<file path="src/rtl/gray_code_pkg.sv">
// Shared Gray-code helpers and types for the Gray pointer path.
package gray_code_pkg;

  localparam int unsigned DEFAULT_DATA_WIDTH = 32;

  // Source of the next count value, in priority order load > step > hold.
  typedef enum logic [1:0] {
    NEXT_HOLD,
    NEXT_LOAD,
    NEXT_INC,
    NEXT_DEC
  } next_sel_e;

  function automatic logic [DEFAULT_DATA_WIDTH-1:0] bin_to_gray(
    input logic [DEFAULT_DATA_WIDTH-1:0] bin
  );
    return bin ^ (bin >> 1);
  endfunction

  // Each binary bit is the XOR of all Gray bits at or above it.
  function automatic logic [DEFAULT_DATA_WIDTH-1:0] gray_to_bin(
    input logic [DEFAULT_DATA_WIDTH-1:0] gray
  );
    logic [DEFAULT_DATA_WIDTH-1:0] bin;
    bin = '0;
    bin[DEFAULT_DATA_WIDTH-1] = gray[DEFAULT_DATA_WIDTH-1];
    for (int unsigned i = 1; i < DEFAULT_DATA_WIDTH; i++) begin
      bin[DEFAULT_DATA_WIDTH-1-i] = bin[DEFAULT_DATA_WIDTH-i] ^ gray[DEFAULT_DATA_WIDTH-1-i];
    end
    return bin;
  endfunction

  function automatic int popcount(input logic [DEFAULT_DATA_WIDTH-1:0] v);
    int n;
    n = 0;
    for (int unsigned i = 0; i < DEFAULT_DATA_WIDTH; i++) begin
      n += int'(v[i]);
    end
    return n;
  endfunction

endpackage

</file>
<file path="src/rtl/binary_to_gray_encoder.sv">
// Purely combinational binary-to-Gray encoder.
module binary_to_gray_encoder #(
  parameter int unsigned DATA_WIDTH = 32
) (
  input  logic [DATA_WIDTH-1:0] bin_in,
  output logic [DATA_WIDTH-1:0] gray_out
);

  // Gray = bin XOR (bin >> 1); the MSB passes straight through.
  always_comb begin
    gray_out = bin_in ^ (bin_in >> 1);
  end

endmodule

</file>
<file path="src/rtl/binary_to_gray_pointer_counter.sv">
// Up/down binary counter with a registered Gray copy for clock-domain crossing.
// Binary and Gray register from the same next value, so Gray never lags.
module binary_to_gray_pointer_counter
  import gray_code_pkg::*;
#(
  parameter int unsigned           DATA_WIDTH  = DEFAULT_DATA_WIDTH,
  parameter logic [DATA_WIDTH-1:0] RESET_VALUE = '0
) (
  input  logic                  Clock_In,
  input  logic                  Reset_n_In,
  input  logic                  Enable_In,
  input  logic                  Direction_In,
  input  logic                  Load_In,
  input  logic [DATA_WIDTH-1:0] Load_Data_In,
  output logic [DATA_WIDTH-1:0] Binary_Count_Out,
  output logic [DATA_WIDTH-1:0] Gray_Count_Out,
  output logic                  Wrap_Out,
  output logic                  Multi_Bit_Change_Out,
  output logic                  Gray_Stable_Out
);

  localparam logic [DATA_WIDTH-1:0] ONE        = {{(DATA_WIDTH-1){1'b0}}, 1'b1};
  localparam logic [DATA_WIDTH-1:0] RESET_GRAY = RESET_VALUE ^ (RESET_VALUE >> 1);

  next_sel_e             sel;
  logic [DATA_WIDTH-1:0] count_d, count_q;
  logic [DATA_WIDTH-1:0] gray_d, gray_q;
  logic [DATA_WIDTH-1:0] gray_diff;
  logic                  wrap_d, wrap_q;
  logic                  multi_d, multi_q;
  logic                  stable_d, stable_q;

  // Pick the next-value source: load beats step, step beats hold.
  always_comb begin
    sel = NEXT_HOLD;
    if (Load_In) begin
      sel = NEXT_LOAD;
    end else if (Enable_In) begin
      sel = Direction_In ? NEXT_INC : NEXT_DEC;
    end
  end

  // Next count and wrap detection; a load never reports a wrap.
  always_comb begin
    count_d = count_q;
    wrap_d  = 1'b0;
    case (sel)
      NEXT_LOAD: count_d = Load_Data_In;
      NEXT_INC: begin
        count_d = count_q + ONE;
        wrap_d  = &count_q;
      end
      NEXT_DEC: begin
        count_d = count_q - ONE;
        wrap_d  = ~|count_q;
      end
      default: count_d = count_q;
    endcase
  end

  binary_to_gray_encoder #(
    .DATA_WIDTH(DATA_WIDTH)
  ) u_encoder (
    .bin_in  (count_d),
    .gray_out(gray_d)
  );

  // More than one Gray bit set in the diff <=> clearing its lowest set bit leaves something.
  always_comb begin
    gray_diff = gray_d ^ gray_q;
    multi_d   = (sel == NEXT_LOAD) && ((gray_diff & (gray_diff - ONE)) != '0);
    stable_d  = ~multi_d;
  end

  // Count, Gray and flag registers; reset discards everything immediately.
  always_ff @(posedge Clock_In or negedge Reset_n_In) begin
    if (!Reset_n_In) begin
      count_q  <= RESET_VALUE;
      gray_q   <= RESET_GRAY;
      wrap_q   <= 1'b0;
      multi_q  <= 1'b0;
      stable_q <= 1'b0;
    end else begin
      count_q  <= count_d;
      gray_q   <= gray_d;
      wrap_q   <= wrap_d;
      multi_q  <= multi_d;
      stable_q <= stable_d;
    end
  end

  assign Binary_Count_Out     = count_q;
  assign Gray_Count_Out       = gray_q;
  assign Wrap_Out             = wrap_q;
  assign Multi_Bit_Change_Out = multi_q;
  assign Gray_Stable_Out      = stable_q;

endmodule

</file>
<file path="config.mk">
export PLATFORM = sky130hd
export DESIGN_NAME = binary_to_gray_pointer_counter
export DESIGN_NICKNAME = d
export VERILOG_FILES = /design/src/rtl/gray_code_pkg.sv /design/src/rtl/binary_to_gray_encoder.sv /design/src/rtl/binary_to_gray_pointer_counter.sv
export SDC_FILE = /design/constraint.sdc
export NUM_CORES = 1
export LEC_CHECK = 0
export CORE_MARGIN = 8
export CORE_UTILIZATION = 60
export CTS_CLUSTER_DIAMETER = 200
export DETAILED_ROUTE_END_ITERATION = 16
export PLACE_DENSITY = 0.88
export SETUP_SLACK_MARGIN = 0.02
export SYNTH_ARGS = -nofsm -noshare
export SYNTH_HDL_FRONTEND = slang
export SYNTH_SLANG_ARGS = --single-unit
</file>
<file path="constraint.sdc">
create_clock -name Clock_In -period 11.45 [get_ports Clock_In]
set_input_delay 2.8625 -clock Clock_In [delete_from_list [all_inputs] [get_ports Clock_In]]
set_output_delay 2.8625 -clock Clock_In [all_outputs]
set_load 0.01 [all_outputs]
</file>
==> results.md <==
- Post-synthesis instance area: around 6400 µm²
- CP Cell Sequence: clkdlybuf4s50_1 > buf_4 > or3b_1 > xnor2_1 > ha_1 > nor4_2 > o22ai_1 > o21a_1 > o211ai_1 > inv_1 > xnor2_1 > xor2_1 > nor4_2 > nand3_1 > o31ai_1 > nand4_1 > o41a_1
- Number of synthesized flops with an enable pin: 0
- ANT cells: 0
- Vias in the first global route: approximately 6600
- CORE AREA: between 10000 and 15000 µm²
- Asr flop ratio synth: 100.0%
- CP Capture Type: flip-flop
- All-Layer GR Usage: 31.21%
- FF+latch count, synth: 66
- Die footprint: approximately 14000 µm²
- # clock sinks: between 60 and 70
- Seq pwr share: between 30% and 40%
- Final period demand of the worst path: approximately 8700 ps
- DP HPWL: between 15 and 20 mm
- Worst hold path depth: 4
- Num CTS Buffers: 9
- Max Fanout on Critical Path: 46
- Routed len/inst: between 20 and 25 µm
- Area delta synth->final: 17.43%
- Number of cell rows: 37
- Reg2Reg Depth: 14
- Starting Density: about three fifths
- Syn Area/Cell: slightly below 8 µm²
- Internal power: roughly 0.0006 W
- WL final: 23.09 mm
- Leak pwr: 2.681 nW
- Post-CTS Setup Inserts: 0
- HP Class: flip-flop to flip-flop
- Final hold violation count: 0
- Die X: approximately 120 µm
- H-tree levels: 3
- Clock Tree Root: clkbuf_8
- Critical Path Stages: 17
- Max-cap violations: 0
- Synth area leaders: dfrtp_1, xnor2_1, xor2_1, mux2i_1, nand2_1
- Pins over their slew limit: 0
- Fin nets: 894
- CTS tree: done
- Antenna violations before repair: 0
- Main synth FF type: dfrtp_1
- Starting DRT DRC Count: 1205
- GRT overflow: 0
- Largest net degree at the start of global routing: 76
- VDD IR max: approximately 0.00012 V
- Vias/cell: 7.028
- Metal-1 WL: 9.190 mm
- Commonest non-fill, non-tap cell in the layout: clkdlybuf4s50_1
- Status: complete, no violations
- Hold slack final: 834.2 ps
- First-pass GRT wire length: between 30 and 40 mm
- Type of origin of the critical path: primary input
- RSZ-0062 raised after global routing: false
- ANT nets after route: 0
- Worst-margin pin slew: around 1300 ps
- Clk pin slew, worst setup/hold paths: 90 ps
- Net Switching: roughly 0.00044 W
- Initial DRT Pass Iterations: 7
- Unique masters post-synth: a little under 90
- Number of synthesis warnings: 0
- Core Util, Final: between 70% and 80%
- Syn Nets: around 850
- Register area share after synthesis: approximately a quarter
- Met2 WL: roughly 10 mm
- Top Ports: ~100
- Headroom to the max-slew limit: between 15 and 20%
- Fill count: between 700 and 800
- Kind of critical path: primary input to flip-flop
- Synth top area share: between 20% and 30%
- Cell area power density: 138.1 nW/µm²
- Most frequent cells in the layout: clkdlybuf4s50_1, dfrtp_1, nor2_1, nand2_1, xnor2_1
- Met3 WL: ~2.8 mm
- CP max stage delay: between 500 and 600 ps
- Clock skew: about 13 ps
- Fmax: ~120 MHz
- GPL Wtd Cong: 1.023
- WP buf/inv: 3
- Post-Synthesis Cells: roughly 810
- Total negative slack: 0 ps
- Switching Fraction: approximately 43%
- Worst Path Arrival: 8880 ps
- CTS Hold Bufs: 0
- Crit path max-delay family: simple AND/OR/NAND/NOR gates
- Clk_lat worst skew: ~360 ps
- Clock Tree Buf Depth: 2
- WP data required: ~12000 ps
- Crit-path slowest cell: nor4_2
- Remaining DRCs: 0
- Layout cells sized above 1: about 5.8%
- Setup violations, final: 0
- Die extent in y: ~120 µm
- PortBufs: 103
- Comb pwr share: a little under half
- Synth area leader: dfrtp_1
- Via count: 6993
- Highest routed layer: met4
- Fin crit share: between 70 and 80%
- CTS resizes: 0
- Clock share of power: roughly 20%
[cells by family (layout without fill, tap and decap cells)]
family	Yosys count	after routing	share of synthesized area (%)
AO/OA/AOI/OAI	187	187	21.04
flip-flops	66	66	25.79
adder cells (fa/ha/maj)	3	3	0.5469
buffers and inverters	99	149	6.407
AND/OR/NAND/NOR	345	345	30.24
XOR/XNOR	79	79	10.80
multiplexers	30	30	5.177
[power groups by stage]
stage                     combinational (W)  clock [W]  sequential, W
after floorplan                    0.000295          0       0.000333
after global placement             0.000448          0       0.000353
after detailed placement           0.000464          0       0.000356
after CTS                          0.000468   0.000206       0.000353
after global routing               0.000511   0.000212       0.000363
final                              0.000478   0.000204       0.000357
[cells in the mapped netlist, drive strengths merged, types with 18 or more instances]
library cell	number
buf	22
nor2	54
dfrtp	66
nand3	31
nand2	54
xor2	33
nand4	32
nor3	28
clkbuf	53
or4	18
mux2i	28
a21oi	29
o21ai	41
inv	23
nor4	32
xnor2	46
[registers in the layout, summed over array words and instances, names as in the netlist]
name	cells
Gray_Count_Out	31
Multi_Bit_Change_Out	1
Gray_Stable_Out	1
Binary_Count_Out	32
Wrap_Out	1
[metal layers]
| metal | vias up | global-route usage [%] |
|---|---|---|
| met5 | - | 0 |
| met4 | 0 | 12.26 |
| met3 | 70 | 7.558 |
| met2 | 470 | 48.75 |
| met1 | 3326 | 40.82 |
| li1 | 3127 | - |
[stage by stage]
stage          cell area [µm²]  setup WS, ps  power [W]  cells
3_3_place_gp              7328          2840  0.0008012    980
6_report                  7521          2799   0.001039    995
3_5_place_dp              7328          2646  0.0008201    980
2_1_floorplan             6405          3441  0.0006279    809
5_1_grt                   7521          2530   0.001085    995
4_1_cts                   7521          2980   0.001026    995
[tightest hold or removal path: stages (launching register included)]
cell	delay [ps]
dfrtp_1	440
nor2_1	80
nand4_1	90
o32a_1	150
nor2_1	40
[area by class of cell]
class / count / area, µm² / share of cell area [%]
Timing Repair Buffer: 110 / 1074 / 14.27
Tap cell: 136 / 170.2 / 2.263
Clock buffer: 10 / 137.6 / 1.830
Inverter: 24 / 90.09 / 1.198
Clock inverter: 5 / 55.05 / 0.7320
Multi-Input combinational cell: 644 / 4343 / 57.74
Sequential cell: 66 / 1652 / 21.96
[path summary, 6_finish.rpt]
check | startpoint | end | slack, ps
min reg2reg | Binary_Count_Out[28] | Wrap_Out | 830
min | Binary_Count_Out[28] | Wrap_Out | 830
max in group asynchronous | Reset_n_In | Binary_Count_Out[2] | 8160
max | Enable_In | Multi_Bit_Change_Out | 2800
min in group asynchronous | Reset_n_In | Gray_Count_Out[7] | 2700
max reg2reg | Binary_Count_Out[1] | Multi_Bit_Change_Out | 6080
Power figures use the tool's default switching activity.
==> edit 1 (same settings) <==
Add an input register stage for `Enable_In`, `Direction_In`, `Load_In` and `Load_Data_In`; this delays them by one clock.
--- a/src/rtl/binary_to_gray_pointer_counter.sv
+++ b/src/rtl/binary_to_gray_pointer_counter.sv
@@ -23,4 +23,16 @@
   localparam logic [DATA_WIDTH-1:0] RESET_GRAY = RESET_VALUE ^ (RESET_VALUE >> 1);
 
+  logic Enable_In_q;
+  logic Direction_In_q;
+  logic Load_In_q;
+  logic [DATA_WIDTH-1:0] Load_Data_In_q;
+
+  always_ff @(posedge Clock_In) begin
+    Enable_In_q    <= Enable_In;
+    Direction_In_q <= Direction_In;
+    Load_In_q      <= Load_In;
+    Load_Data_In_q <= Load_Data_In;
+  end
+
   next_sel_e             sel;
   logic [DATA_WIDTH-1:0] count_d, count_q;
@@ -34,8 +46,8 @@
   always_comb begin
     sel = NEXT_HOLD;
-    if (Load_In) begin
+    if (Load_In_q) begin
       sel = NEXT_LOAD;
-    end else if (Enable_In) begin
-      sel = Direction_In ? NEXT_INC : NEXT_DEC;
+    end else if (Enable_In_q) begin
+      sel = Direction_In_q ? NEXT_INC : NEXT_DEC;
     end
   end
@@ -46,5 +58,5 @@
     wrap_d  = 1'b0;
     case (sel)
-      NEXT_LOAD: count_d = Load_Data_In;
+      NEXT_LOAD: count_d = Load_Data_In_q;
       NEXT_INC: begin
         count_d = count_q + ONE;
Formal check against the unedited RTL: not equivalent (a bounded check fails within 4 cycles, from zero or initial values and one cycle with Reset_n_In low).
==> edit 1 against the unedited design <==
  * Routed wire length decreased by 8.2%
  * Combinational power down 3%
  * Total power rose by 19%
  * Critical path depth shrank 1
  * Maximum frequency is 62% higher
  * Area after synthesis up 12%
  * Highest routed layer unchanged
  * Worst setup slack improved by 3300 ps
  * Sequential cell count rose by 35
  * Critical path type is now flop to flop
  * Hold slack worse by 280 ps
  * Design area up 12%
  * Count of clock-buffer cells in the layout did not move
==> edit 1: results (changes against the unedited design) <==
Worst-case vdd ir drop -> 103.8 uV (-16%)
Sequential fraction of the synthesis area -> 32.88% (+7.1 points)
CP max stage cell -> or4_4
R2r setup slk -> 6100 ps (+20 ps)
Largest net degree at the start of global routing -> 80 (+5.3%)
CP peak stage delay -> 610 ps (+60 ps)
Vias in the first global route -> 6598 (+0.59%)
Highest net fanout along the worst path -> 79 (+72%)
Status -> completed
Synthesized area per cell -> 8.556 sq um (+8.1%)
Cell leakage power -> 3.220 nW (+20%)
WP data arrival -> 5600 ps (-3280 ps)
Final WL -> 21190 um (-8.2%)
Via count -> 7059 (+0.94%)
Placed Area -> 8147 sq um (+11%)
Post-synth EDFFs -> 0 (unchanged)
Detailed placer's ending HPWL -> 15060 um (-8.8%)
DP Worst Slack -> 6230 ps (+3584 ps)
Root Buffer -> clkbuf_16
Initial antenna violation count -> 0 (unchanged)
Vias/cell -> 6.736 (-4.2%)
# fillers -> 954 (+20%)
Dpl cells -> 1032 (+5.3%)
Skew final -> 14.24 ps (+0.7791 ps)
Yosys warns -> 0 (unchanged)
Synth cell count leaders -> 66 x dfrtp_1, 66 x nand2_1, 61 x nor2_1
GR Util All Layers -> 26.34% (-4.9 points)
Clock transition at path regs -> 70 ps (-20 ps)
I/O Buffers -> 103 (unchanged)
Largest cells by area after synthesis -> dfrtp_1 23%, dfxtp_1 9.8%, xnor2_1 5.3%
Share of layout cells above drive strength 1 -> 7.436% (+1.6 points)
Number of DRC markers in iteration 0 -> 856 (-29%)
Rel. slew slack -> 41.81% (+26 points)
Fin crit share -> 46.71% (-29 points)
# resized after CTS -> 0 (unchanged)
Worst hold slack -> 551.7 ps (-282.5 ps)
Fin nets -> 935 (+4.6%)
Distinct cell type count of the synthesized netlist -> 86 (-1.1%)
Syn Nets -> 875 (+3.2%)
First-pass GRT wire length -> 33830 um (-5.9%)
[edit 1: cell types whose count changed in the layout (fill, tap and decap cells not counted), moves of 6 or more]
cell	delta
dfxtp_1	+34
nand2_1	+12
nor3b_1	-10
o22ai_1	+10
clkbuf_16	+9
clkbuf_8	-9
nand4_1	-9
nand3_1	+8
o211ai_1	-8
nor2_1	+7
o21ai_0	-7
o211a_1	+6
[edit 1: area by class of cell]
class	count	area [sq um]	share of cell area, %
clock buffer	10	239.0	2.834
clock inverter	6	46.29	0.5490
inverter	22	85.08	1.009
multi-input combinational	653	4453	52.81
sequential	101	2354	27.91
tap	147	183.9	2.181
timing repair buffer	109	1071	12.70
[edit 1: critical path, delay by kind of cell (launching register included)]
kind | cells | cell delay (ps)
and+or+nand+nor | 6 | 2010
muxes | 1 | 150
adders and majority gates | 1 | 200
AOI/OAI and AO/OA | 5 | 1330
buffers and inverters | 3 | 1230
DFF | 1 | 320
[edit 1: path summary, 6_finish.rpt]
| path | startpoint | endpoint | cells after the start |
|---|---|---|---|
| max | Load_In_q$_DFF_P_ | Multi_Bit_Change_Out$_DFF_PN0_ | 16 |
| min | Load_Data_In_q[31]$_DFF_P_ | Binary_Count_Out[31]$_DFF_PN0_ | 2 |
| max reg2reg | Load_In_q$_DFF_P_ | Multi_Bit_Change_Out$_DFF_PN0_ | 16 |
| min reg2reg | Load_Data_In_q[31]$_DFF_P_ | Binary_Count_Out[31]$_DFF_PN0_ | 2 |
| max in group asynchronous | Reset_n_In | Binary_Count_Out[30]$_DFF_PN0_ | 2 |
| min in group asynchronous | Reset_n_In | Binary_Count_Out[8]$_DFF_PN0_ | 2 |
[edit 1: report_power, final]
group	leakage [nW]	internal [mW]	switching [mW]	total [mW]
Combinational	2.01	0.221	0.244	0.465
Sequential	1.07	0.400	0.0752	0.475
Clock	0.135	0.155	0.140	0.295
[edit 1: routing by layer]
metal / up-vias / part of all wire (%) / wire length [um] / global-route usage (%)
met2: 437 / 45 / 9576 / 40.62
met5: - / 0 / 0 / 0
met4: 0 / 2.9 / 625 / 11.96
li1: 3228 / - / - / -
met1: 3330 / 42 / 8812 / 33.86
met3: 64 / 10 / 2179 / 7.055
[edit 1: cells by family (layout without fill, tap and decap cells)]
group / after synthesis / in the layout / synth area share, %
multiplexers: 29 / 29 / 4.145
adder cells (fa/ha/maj): 4 / 4 / 0.6471
AO/OA/AOI/OAI: 194 / 194 / 19.66
flip-flops: 101 / 101 / 32.88
AND/OR/NAND/NOR: 340 / 340 / 25.85
buffers and inverters: 82 / 147 / 4.863
XOR/XNOR: 86 / 86 / 11.95
==> edit 2 (same settings) <==
Without the edit above. Change the package constant `DEFAULT_DATA_WIDTH` from 32 to 24.
--- a/src/rtl/gray_code_pkg.sv
+++ b/src/rtl/gray_code_pkg.sv
@@ -2,5 +2,5 @@
 package gray_code_pkg;
 
-  localparam int unsigned DEFAULT_DATA_WIDTH = 32;
+  localparam int unsigned DEFAULT_DATA_WIDTH = 24;
 
   // Source of the next count value, in priority order load > step > hold.
Interface: changed (resized Binary_Count_Out, Gray_Count_Out and Load_Data_In); port bits go from 104 to 80. No check against the original RTL was run, so the function may have changed too.
==> edit 2 against the unedited design <==
  * Total power is 27% lower
  * Area after synthesis is 19% lower
  * Cell count is 18% lower
  * Sequential cell count is 16 lower
  * Highest routed layer unchanged
  * Non-clock buffer count is 24 lower
  * Routed wire length is 23% lower
  * Die area is 16% lower
  * Global-route usage is 1.3 points lower
  * Design area is 20% lower
  * Core utilization is 2.2 points lower
  * Worst setup slack better by 270 ps
==> edit 2: results (changes against the unedited design) <==
Status -> completed
GR Util All Layers -> 29.94% (-1.3 points)
Distinct cell type count of the synthesized netlist -> 86 (-1.1%)
Syn Nets -> 700 (-17%)
DR WL/cell -> 21.94 um (-5.4%)
Postcts setup bufs -> 0 (unchanged)
Clock Tree Buf Depth -> 2 (unchanged)
Via count -> 5664 (-19%)
Largest net degree at the start of global routing -> 75 (-1.3%)
H-tree levels -> 2 (-1)
Detailed placer's ending HPWL -> 13120 um (-21%)
Worst-case vdd ir drop -> 108.8 uV (-11%)
Post-synth EDFFs -> 0 (unchanged)
Initial antenna violation count -> 0 (unchanged)
Antenna Cells -> 0 (unchanged)
Vias in the first global route -> 5446 (-17%)
Final Hold Viols -> 0 (unchanged)
Hold path start -> Binary_Count_Out[20]$_DFF_PN0_
Worst min path class -> flop to flop
Worst Reg-to-Reg Cells -> 13 (-1)
Clk_lat worst skew -> 320 ps (-40 ps)
Hold path depth -> 3 (-1)
I/O Buffers -> 79 (-23%)
# resized after CTS -> 0 (unchanged)
Cell leakage power -> 2.307 nW (-14%)
Highest net fanout along the worst path -> 31 (-33%)
Fin nets -> 738 (-17%)
Skew final -> 12.17 ps (-1.292 ps)
Slew of the pin with the lowest slew margin -> 1264 ps (-0.3008 ps)
Root Buffer -> clkbuf_8
Clock transition at path regs -> 110 ps (+20 ps)
Hold endpoint -> Wrap_Out$_DFF_PN0_
Largest cells by area after synthesis -> dfrtp_1 24%, xnor2_1 4.5%, nand2_1 3.8%
Yosys warns -> 0 (unchanged)
Synth cell count leaders -> 53 x nand2_1, 50 x dfrtp_1, 49 x nor2_1
R2r setup slk -> 6490 ps (+410 ps)
Number of flip-flops in the largest register -> 24 (-25%)
First-pass GRT wire length -> 28320 um (-21%)
RePlAce Congestion -> 0.9368 (-8.5%)
Pre-Repair DR Iteration Count -> 6 (-1)
Number of DRC markers in iteration 0 -> 545 (-55%)
Share of layout cells above drive strength 1 -> 5.941% (+0.12 points)
Reg-to-reg critical path endpoint -> Multi_Bit_Change_Out$_DFF_PN0_
Sequential fraction of the synthesis area -> 24.07% (-1.7 points)
Worst reg2reg path startpoint -> Binary_Count_Out[1]$_DFF_PN0_
Inserted Clock Buffers -> 5 (-4)
Async SR Flop Fraction -> 100.0% (unchanged)
edit 2: cell count changes after synthesis, moves of 12 or more:
| cell | unedited run | this run |
|---|---|---|
| xnor2_1 | 46 | 27 |
| xor2_1 | 33 | 20 |
| dfrtp_1 | 66 | 50 |
| mux2i_1 | 26 | 11 |
| clkbuf_1 | 53 | 37 |
| nor4_1 | 29 | 17 |
edit 2: area by class of cell:
type | instances | area, sq um
Inverter | 22 | 82.58
Clock buffer | 5 | 68.82
Fill cell | 691 | 2534
Timing Repair Buffer | 86 | 833.3
Multi-Input combinational cell | 542 | 3628
Clock inverter | 2 | 17.52
Tap cell | 108 | 135.1
Sequential cell | 50 | 1251
edit 2: cells by family (layout without fill, tap and decap cells):
family,after synthesis,after routing,synth area share (%)
multiplexers,13,13,2.552
buffers and inverters,77,115,6.114
XOR/XNOR,52,52,10.16
AND/OR/NAND/NOR,305,305,32.67
flip-flops,50,50,24.07
AO/OA/AOI/OAI,169,169,23.76
adder cells (fa/ha/maj),3,3,0.6740
edit 2: stage by stage:
stage	worst slack [ps]	std cells	total power, mW	hold WS [ps]	area [sq um]
after floorplan	4194	669	0.4981	659.5	5197
after global placement	3166	808	0.6292	661.1	5931
after detailed placement	2949	808	0.6421	676.0	5931
after CTS	3254	815	0.7547	682.6	6017
after global routing	2776	815	0.8006	750.2	6017
final	3067	815	0.7596	688.3	6017
edit 2: worst max-delay path, cell delays in order:
cell and delay (ps):
clkdlybuf4s50_1 460, buf_4 320, or3b_1 650, xnor2_1 230, ha_1 310, nor4_1 520, nand2_1 300, o211a_1 320
or3_1 330, o211ai_2 340, xor3_1 450, nor4_1 320, nand4b_1 220, a221oi_1 370, o2111ai_1 220, o31a_1 340
edit 2: power by group:
| part | switching, mW | internal [mW] | total (mW) | leakage (nW) |
|---|---|---|---|---|
| registers | 0.0625 | 0.205 | 0.268 | 0.590 |
| clock network | 0.0680 | 0.0437 | 0.112 | 0.0450 |
| logic | 0.200 | 0.180 | 0.380 | 1.67 |
edit 2: metal layers:
metal  up-vias  part of all wire (%)  track usage [%]
met5         -                     0                0
met4         0                   2.6            11.24
met3        45                   9.9            5.792
met2       325                    46            46.32
met1      2698                    42            40.41
li1       2596                     -                -
edit 2: how the worst max path moves through the flow:
stage	start	endpoint	slack, ps	cells after the start
2_1_floorplan	Direction_In	Multi_Bit_Change_Out$_DFF_PN0_	4190	18
3_3_place_gp	Enable_In	Multi_Bit_Change_Out$_DFF_PN0_	3170	16
3_5_place_dp	Enable_In	Multi_Bit_Change_Out$_DFF_PN0_	2950	16
4_1_cts	Enable_In	Multi_Bit_Change_Out$_DFF_PN0_	3250	16
5_1_grt	Enable_In	Multi_Bit_Change_Out$_DFF_PN0_	2780	16
6_report	Enable_In	Multi_Bit_Change_Out$_DFF_PN0_	3070	16
